**config.mk**
```make
export PLATFORM = sky130hd
export DESIGN_NAME = int_ctrl
export DESIGN_NICKNAME = d
export VERILOG_FILES = /design/src/rtl/int_ctrl_pkg.sv /design/src/rtl/int_ctrl_irq_prio.sv /design/src/rtl/int_ctrl.sv
export SDC_FILE = /design/constraint.sdc
export NUM_CORES = 1
export LEC_CHECK = 0
export CAP_MARGIN = 20
export CORE_ASPECT_RATIO = 1.75
export CORE_MARGIN = 3
export CORE_UTILIZATION = 33
export DETAILED_ROUTE_END_ITERATION = 10
export PLACE_DENSITY = 0.75
export SETUP_SLACK_MARGIN = 0.3
export SYNTH_ARGS = -nofsm -noshare
export SYNTH_HDL_FRONTEND = slang
export SYNTH_SLANG_ARGS = --single-unit
```
**constraint.sdc**
```tcl
create_clock -name clk -period 1.5 [get_ports clk]
set_input_delay 0.225 -clock clk [delete_from_list [all_inputs] [get_ports clk]]
set_output_delay 0.225 -clock clk [all_outputs]
set_load 0.02 [all_outputs]
```
**src/rtl/int_ctrl_pkg.sv**
```systemverilog
// Shared definitions for the exception/interrupt controller: FSM encoding,
// cause codes and the default exception vector.
package int_ctrl_pkg;

  typedef enum logic [1:0] {
    SUPER = 2'd0,
    TAKE  = 2'd1,
    USER  = 2'd2,
    RETN  = 2'd3
  } state_t;

  localparam logic [2:0]  CAUSE_NONE = 3'd0;
  localparam logic [2:0]  CAUSE_SW   = 3'd1;  // trap or store overflow
  localparam logic [2:0]  CAUSE_OVF  = 3'd2;
  localparam logic [2:0]  CAUSE_IRQ  = 3'd4;  // irq[i] reports CAUSE_IRQ + i

  localparam logic [31:0] VEC_BASE_DEF = 32'h0000_0100;

  function automatic logic [2:0] irq_cause(input logic [1:0] idx);
    return CAUSE_IRQ | {1'b0, idx};
  endfunction

endpackage

```
**src/rtl/int_ctrl_irq_prio.sv**
```systemverilog
// Interrupt pending latch plus fixed-priority encoder (irq[0] highest).
// Combinational hit/idx from pending|live lines; pending clears only on take.
module irq_prio #(
  parameter int NIRQ = 4
) (
  input  logic            clk,
  input  logic            reset,
  input  logic [NIRQ-1:0] irq,
  input  logic [NIRQ-1:0] mask,
  input  logic            take,
  output logic            hit,
  output logic [1:0]      idx
);

  logic [NIRQ-1:0] pend_q;
  logic [NIRQ-1:0] eff;
  logic [NIRQ-1:0] clr;

  // Live lines count immediately so entry latency stays at one cycle.
  assign eff = (pend_q | irq) & mask;

  always_comb begin
    hit = 1'b0;
    idx = 2'd0;
    for (int i = NIRQ - 1; i >= 0; i--) begin
      if (eff[i]) begin
        hit = 1'b1;
        idx = 2'(i);
      end
    end
  end

  always_comb begin
    clr = '0;
    for (int i = 0; i < NIRQ; i++) begin
      if (take && hit && (idx == 2'(i))) clr[i] = 1'b1;
    end
  end

  always_ff @(posedge clk or negedge reset) begin
    if (!reset) pend_q <= '0;
    else        pend_q <= (pend_q | irq) & ~clr;
  end

endmodule

```
**src/rtl/int_ctrl.sv**
```systemverilog
// Exception/interrupt controller: takes events in USER mode, vectors to VEC_BASE,
// returns on rfe. One-cycle entry latency. IRQ_MASK_EN enables the irq mask register.
module int_ctrl
  import int_ctrl_pkg::*;
#(
  parameter logic [31:0] VEC_BASE = VEC_BASE_DEF,
  parameter int          NIRQ     = 4
) (
  input  logic            clk,
  input  logic            reset,
  input  logic [NIRQ-1:0] irq,
  input  logic            trap,
  input  logic            oint_ex,
  input  logic            memwrite,
  input  logic            rfe,
  input  logic            mask_we,
  input  logic [NIRQ-1:0] mask_wdata,
  output logic            s_u,
  output logic            exception,
  output logic            redirect,
  output logic [31:0]     vec_pc,
  output logic            flush,
  output logic            ret,
  output logic [2:0]      cause
);

  state_t          state_q;
  logic [NIRQ-1:0] mask;
  logic            sw_evt;
  logic            irq_hit;
  logic [1:0]      irq_idx;
  logic            take_irq;

`ifdef IRQ_MASK_EN
  logic [NIRQ-1:0] mask_q;

  always_ff @(posedge clk or negedge reset) begin
    if (!reset)                           mask_q <= '1;
    else if (state_q == SUPER && mask_we) mask_q <= mask_wdata;
  end

  assign mask = mask_q;
`else
  logic unused_mask;

  assign mask        = '1;
  assign unused_mask = ^{mask_we, mask_wdata};
`endif

  assign sw_evt   = trap | (memwrite & oint_ex);
  assign take_irq = (state_q == USER) & ~sw_evt & ~oint_ex & irq_hit;
  assign vec_pc   = VEC_BASE;

  irq_prio #(.NIRQ(NIRQ)) u_irq_prio (
    .clk   (clk),
    .reset (reset),
    .irq   (irq),
    .mask  (mask),
    .take  (take_irq),
    .hit   (irq_hit),
    .idx   (irq_idx)
  );

  always_ff @(posedge clk or negedge reset) begin
    if (!reset) begin
      state_q   <= SUPER;
      s_u       <= 1'b0;
      exception <= 1'b0;
      redirect  <= 1'b0;
      flush     <= 1'b0;
      ret       <= 1'b0;
      cause     <= CAUSE_NONE;
    end else begin
      exception <= 1'b0;
      redirect  <= 1'b0;
      flush     <= 1'b0;
      ret       <= 1'b0;
      case (state_q)
        USER: begin
          if (sw_evt || oint_ex || irq_hit) begin
            state_q   <= TAKE;
            s_u       <= 1'b0;
            exception <= 1'b1;
            redirect  <= 1'b1;
            flush     <= 1'b1;
            cause     <= sw_evt  ? CAUSE_SW  :
                         oint_ex ? CAUSE_OVF : irq_cause(irq_idx);
          end
        end
        TAKE: state_q <= SUPER;
        SUPER: begin
          // rfe wins over any coincident event; events are re-seen in USER.
          if (rfe) begin
            state_q <= RETN;
            ret     <= 1'b1;
            flush   <= 1'b1;
          end
        end
        RETN: begin
          state_q <= USER;
          s_u     <= 1'b1;
        end
        default: state_q <= SUPER;
      endcase
    end
  end

endmodule

```
==> results.json, run 1 <==
{
  "outcome": "finished, violations left",
  "violations": "negative setup slack",
  "io_pins": 55,
  "relSlewSlack_pct": 60.9,
  "setup-tns-final_ns": -0.101,
  "drt_wl_total_mm": 1.79,
  "place_hpwl_mm": 1.32,
  "routedLengthMet1_um": 506,
  "synth_common_cells": "buf_4, dfrtp_1, nor2_1",
  "vias": 647,
  "leakagePower_nw": 0.596,
  "grt_pass1_vias": 609,
  "rr_worst_depth": 4,
  "clock_skew_ns": 0.00115,
  "instances_no_fill": 149,
  "crit_arrival_ns": 1.71,
  "gp_congestion": 0.717,
  "placed_area_um2": 1050,
  "min_period_over_period_pct": 105,
  "synthCells": 87,
  "initial_utilization_pct": 34.9,
  "syn_avg_cell_area_um2": 10.1,
  "drc": 0,
  "antenna_found_initial": 0,
  "grt_pass1_wl_mm": 2.63,
  "synth.distinct_cells": 23,
  "hold_viol_final": 0,
  "fin_hold_ws_ns": 0.348,
  "placement_rows": 24,
  "nets": 142,
  "critPathKind": "reg2reg",
  "dieHeight_um": 74.3,
  "cts_tree": "done",
  "avgViaCountPerCell": 4.34,
  "layout_setup_ws_ns": -0.0699,
  "drt_iter0_drc": 17,
  "area_growth_pct": 33.1,
  "wl_met2_mm": 1.05,
  "overflow": 0,
  "die-area_um2": 3350,
  "first_pass_iters": 4,
  "fp.dieW_um": 45.0,
  "coreArea_um2": 2520,
  "antenna_left": 0,
  "wl_met3_um": 194,
  "ys_async_sr_fraction_pct": 100,
  "syn_area_um2": 880,
  "finalInstanceArea_um2": 1170,
  "highest_layer": "met4",
  "cp-start-kind": "register",
  "power.total_mw": 1.74,
  "ys.flop_type": "dfrtp_1",
  "yosysMostFrequentCell": "buf_4",
  "antenna_cells": 0,
  "cts_sinks": 13,
  "synth_warnings": 0,
  "synth_seq_area_share_pct": 37.0,
  "clk_path_buf_depth": 2,
  "synth.top_cells.by_area": "dfrtp_1, buf_4, nor4_4",
  "cap_viol_max_count": 0,
  "vdd_drop_max_mv": 0.826,
  "final.min_clock_period_ns": 1.57,
  "wire_per_inst_um": 12.0,
  "synth_top_cell_area_share_pct": 37.0,
  "finalSetupViolCount": 3,
  "crit_path_end_kind": "register",
  "min_path_type": "in2async",
  "max_freq_mhz": 637,
  "p_per_area_nw_per_um2": 1490,
  "synth_edf_count": 0,
  "clk_latency_ns": 0.25,
  "slew_violations": 0,
  "synth_largest_area_cell": "dfrtp_1",
  "cts-root-buf": "clkbuf_8",
  "path_clk_slew_ns": 0.06,
  "grt_max_degree": 14,
  "htreeDepth": 1,
  "dp.cells": 139,
  "numPortBuffers": 17,
  "cp_max_fo": 2,
  "drive_gt1_share_pct": 28.5,
  "hold_buffers": 0,
  "required_ns": 1.64,
  "grt_use_total_pct": 10.9,
  "ys_ff_latch": 13,
  "rsz0062_at_grt": "yes",
  "cts_buffers": 3,
  "tightest_slew_ns": 0.584
}
[flip-flops by register name, indices dropped and copies added, names as in the netlist]
name and count:
cause 3, redirect 1, u_irq_prio.pend_q 4, state_q 2, flush 1, ret 1
s_u 1
[worst paths after layout]
kind                                                      from  slack [ns]                     end
worst min register to register            cause[1]$_DFFE_PN0P_        0.49    cause[1]$_DFFE_PN0P_
worst min-delay path                                     reset        0.35    cause[0]$_DFFE_PN0P_
worst max register to register  u_irq_prio.pend_q[1]$_DFF_PN0_       -0.07    cause[0]$_DFFE_PN0P_
min in group clk                          cause[1]$_DFFE_PN0P_        0.49    cause[1]$_DFFE_PN0P_
worst max-delay path            u_irq_prio.pend_q[1]$_DFF_PN0_       -0.07    cause[0]$_DFFE_PN0P_
max in group asynchronous                                reset        0.77  state_q[1]$_DFFE_PN0P_
[stage by stage]
stage	setup WS, ns	utilization [%]
after floorplan	-0.0318	-
after global placement	-0.259	41.6
after detailed placement	-0.298	41.6
after CTS	-0.0118	43.4
after global routing	-0.144	46.4
final	-0.0699	46.4
[cell usage in the layout (no fill, tap or decap), drive strengths merged, types with 2 or more instances in the layout]
cell type	count
dfrtp	13
a21oi	3
conb	32
clkdlybuf4s50	8
ha	3
inv	5
o31ai	3
clkbuf	4
a22o	2
dlygate4sd2	5
nand2	5
nor2	6
clkdlybuf4s15	3
buf	18
nor4	2
[per-layer routing]
layer | vias up | track usage, %
met4 | 0 | 6.84
met1 | 306 | 9.30
li1 | 293 | -
met3 | 5 | 2.42
met5 | - | 0
met2 | 43 | 21.1
[critical path, stage by stage (launching register included)]
cell	delay, ns
dfrtp_1	0.41
nor4_4	0.34
nand2_2	0.13
o31ai_4	0.26
mux2_4	0.32
[cell families (layout without fill, tap and decap cells)]
kind of cell	Yosys count	after routing	share of synthesized area [%]
fa+ha+maj	3	3	4.27
flops	13	13	37.0
compound gates	11	11	11.4
other cells	2	32	0.854
buf+inv	38	44	30.3
simple gates	18	18	13.4
mux	2	2	2.84
[cell type report]
cell class	count	area, um^2
well taps	26	32.5
inverters	5	18.8
multi-input cells	66	444
repair buffers	35	305
flip-flops and latches	13	325
fillers	235	1350
clock buffers	4	45.0
[what timing repair did]
| item | CTS | global route |
|---|---|---|
| buffers inserted | 1 | 5 |
| pin swaps | 3 | 5 |
| endpoints found under the setup margin | 18 | 14 |
| resized for setup | 9 | 12 |
[power breakdown]
group	switching (mW)	internal, mW	leakage (nW)
Sequential	0.0744	0.471	0.147
Clock	0.137	0.188	0.0228
Combinational	0.447	0.423	0.426
Total	0.658	1.08	0.596
Power figures use the tool's default switching activity.
==> run 2, diff against run 1 <==
--- a/config.mk
+++ b/config.mk
@@ -8,9 +8,10 @@
 export CAP_MARGIN = 20
 export CORE_ASPECT_RATIO = 1.75
 export CORE_MARGIN = 3
-export CORE_UTILIZATION = 33
+export CORE_UTILIZATION = 38
+export CTS_BUF_LIST = sky130_fd_sc_hd__clkbuf_4 sky130_fd_sc_hd__clkbuf_8
 export DETAILED_ROUTE_END_ITERATION = 10
-export PLACE_DENSITY = 0.75
+export PLACE_DENSITY = 0.83
 export SETUP_SLACK_MARGIN = 0.3
 export SYNTH_ARGS = -nofsm -noshare
 export SYNTH_HDL_FRONTEND = slang
==> constraint.sdc (replaced) <==
create_clock -name clk -period 1.8 [get_ports clk]
set_input_delay 0.27 -clock clk [delete_from_list [all_inputs] [get_ports clk]]
set_output_delay 0.27 -clock clk [all_outputs]
set_load 0.02 [all_outputs]
==> results.json, run 2 (synthesized netlist as in run 1, its figures left out) <==
{
  "final_common_cell": "conb_1",
  "htreeDepth": 1,
  "grt_pass1_vias": 618,
  "outcome": "completed",
  "placement_rows": 22,
  "pre_cts_slack_ns": -0.0561,
  "required_ns": 1.97,
  "cts_tree": "done",
  "die-area_um2": 2950,
  "placed_area_um2": 995,
  "drc": 0,
  "clkPwrFrac_pct": 15.5,
  "grt_pass1_wl_mm": 2.60,
  "instances_no_fill": 142,
  "cts-root-buf": "clkbuf_4",
  "final.min_clock_period_ns": 1.54,
  "hold_buffers": 0,
  "first_pass_iters": 4,
  "reg.largest.list": "u_irq_prio.pend_q x4, cause x3, state_q x2",
  "crit_chain": "clkdlybuf4s50_1 -> nor4_4 -> nand2_2 -> o31ai_4 -> mux2_4",
  "crit_path_end_kind": "register",
  "overflow": 0,
  "p_per_area_nw_per_um2": 1200,
  "regMostFlops": "u_irq_prio.pend_q",
  "p_switching_mw": 0.504,
  "cap_viol_max_count": 0,
  "wire_per_inst_um": 11.4,
  "fp.dieW_um": 42.4,
  "cell_internal_pwr_mw": 0.797,
  "gp_congestion": 0.724,
  "vdd_drop_max_mv": 0.587,
  "antenna_found_initial": 0,
  "nets": 137,
  "finalSetupViolCount": 0,
  "grt_max_degree": 14,
  "dieHeight_um": 69.6,
  "cts_sinks": 13,
  "clk_path_buf_depth": 2,
  "power_frac_comb_pct": 50.3,
  "area_growth_pct": 23.8,
  "grt_use_total_pct": 11.6,
  "io_pins": 55,
  "min_path_type": "in2async",
  "crit_arrival_ns": 1.71,
  "layout_setup_ws_ns": 0.264,
  "critPathKind": "in2reg",
  "dp.cells": 131,
  "slowest_stage": "clkdlybuf4s50_1",
  "clk_latency_ns": 0.28,
  "hold_viol_final": 0,
  "tightest_slew_ns": 0.574,
  "p_seq_share_pct": 34.2,
  "finalInstanceArea_um2": 1090,
  "max_freq_mhz": 651,
  "clock_skew_ns": 0.00146,
  "numPortBuffers": 17,
  "coreArea_um2": 2150,
  "antenna_cells": 0,
  "drt_iter0_drc": 9,
  "setup-tns-final_ns": 0,
  "drt_wl_total_mm": 1.62,
  "relSlewSlack_pct": 61.6,
  "final_cell_mix": "conb_1, dfrtp_1, buf_4",
  "power.total_mw": 1.30,
  "sw_frac_of_total_pct": 38.7,
  "place_hpwl_mm": 1.23,
  "cts_buffers": 3,
  "avgViaCountPerCell": 4.32,
  "slew_violations": 0,
  "largest_reg_flops": 4,
  "min_period_over_period_pct": 85.3,
  "initial_utilization_pct": 41.0,
  "leakagePower_nw": 0.575,
  "antenna_left": 0,
  "cp_max_fo": 3,
  "vias": 614,
  "cp-start-kind": "input port",
  "rsz0062_at_grt": "yes",
  "slowest_delay_ns": 0.48,
  "drive_gt1_share_pct": 22.9,
  "path_clk_slew_ns": 0.08
}
run 2: changes by cell type in the layout (fill, tap and decap cells not counted), moves of 3 or more:
cell,previous run,this run
clkbuf_8,3,0
buf_4,17,13
clkbuf_4,0,4
clkdlybuf4s15_1,3,0
run 2: worst paths after layout:
| check | start | to | slack (ns) | cells past startpoint |
|---|---|---|---|---|
| max | irq[0] | cause[0]$_DFFE_PN0P_ | 0.26 | 5 |
| min | reset | cause[1]$_DFFE_PN0P_ | 0.35 | 1 |
| max reg2reg | u_irq_prio.pend_q[0]$_DFF_PN0_ | cause[0]$_DFFE_PN0P_ | 0.29 | 4 |
| min reg2reg | cause[1]$_DFFE_PN0P_ | cause[1]$_DFFE_PN0P_ | 0.52 | 1 |
| max in group asynchronous | reset | s_u$_DFFE_PN0P_ | 1.08 | 1 |
| min in group clk | cause[1]$_DFFE_PN0P_ | cause[1]$_DFFE_PN0P_ | 0.52 | 1 |
run 2: worst max-delay path, delay by kind of cell:
family	cells	cell delay, ns
compound gates	1	0.22
buf+inv	1	0.48
mux	1	0.32
simple gates	2	0.42
run 2: area by class of cell:
type | count | area (um^2)
tap | 24 | 30.0
multi-input combinational | 66 | 419
fill | 209 | 1060
inverter | 5 | 18.8
timing repair buffer | 30 | 265
sequential | 13 | 325
clock buffer | 4 | 30.0
run 2: repair_timing:
action,in CTS,in global routing
pin swaps,3,1
setup buffers,3,4
endpoints found under the setup margin,9,8
resized for setup,7,5
run 2: routing by layer:
layer,wire [um],up-vias,GRT usage [%]
li1,-,283,-
met1,459,281,9.79
met2,958,45,21.4
met3,164,5,2.86
met4,41,0,9.00
met5,0,-,0
run 2: per-stage QoR:
| stage | utilization [%] | hold slack (ns) |
|---|---|---|
| detailed placement | 46.3 | 0.505 |
| floorplan | - | -0.0256 |
| finish | 50.7 | 0.350 |
| CTS | 48.6 | 0.366 |
| global route | 50.7 | 0.408 |
| global placement | 46.3 | 0.481 |
run 2: power by group through the flow:
stage	combinational [mW]	sequential, mW	clock, mW
2_1_floorplan	0.365	0.532	0
3_3_place_gp	0.627	0.449	0
3_5_place_dp	0.660	0.459	0
4_1_cts	0.633	0.449	0.208
5_1_grt	0.716	0.460	0.217
6_report	0.655	0.445	0.202
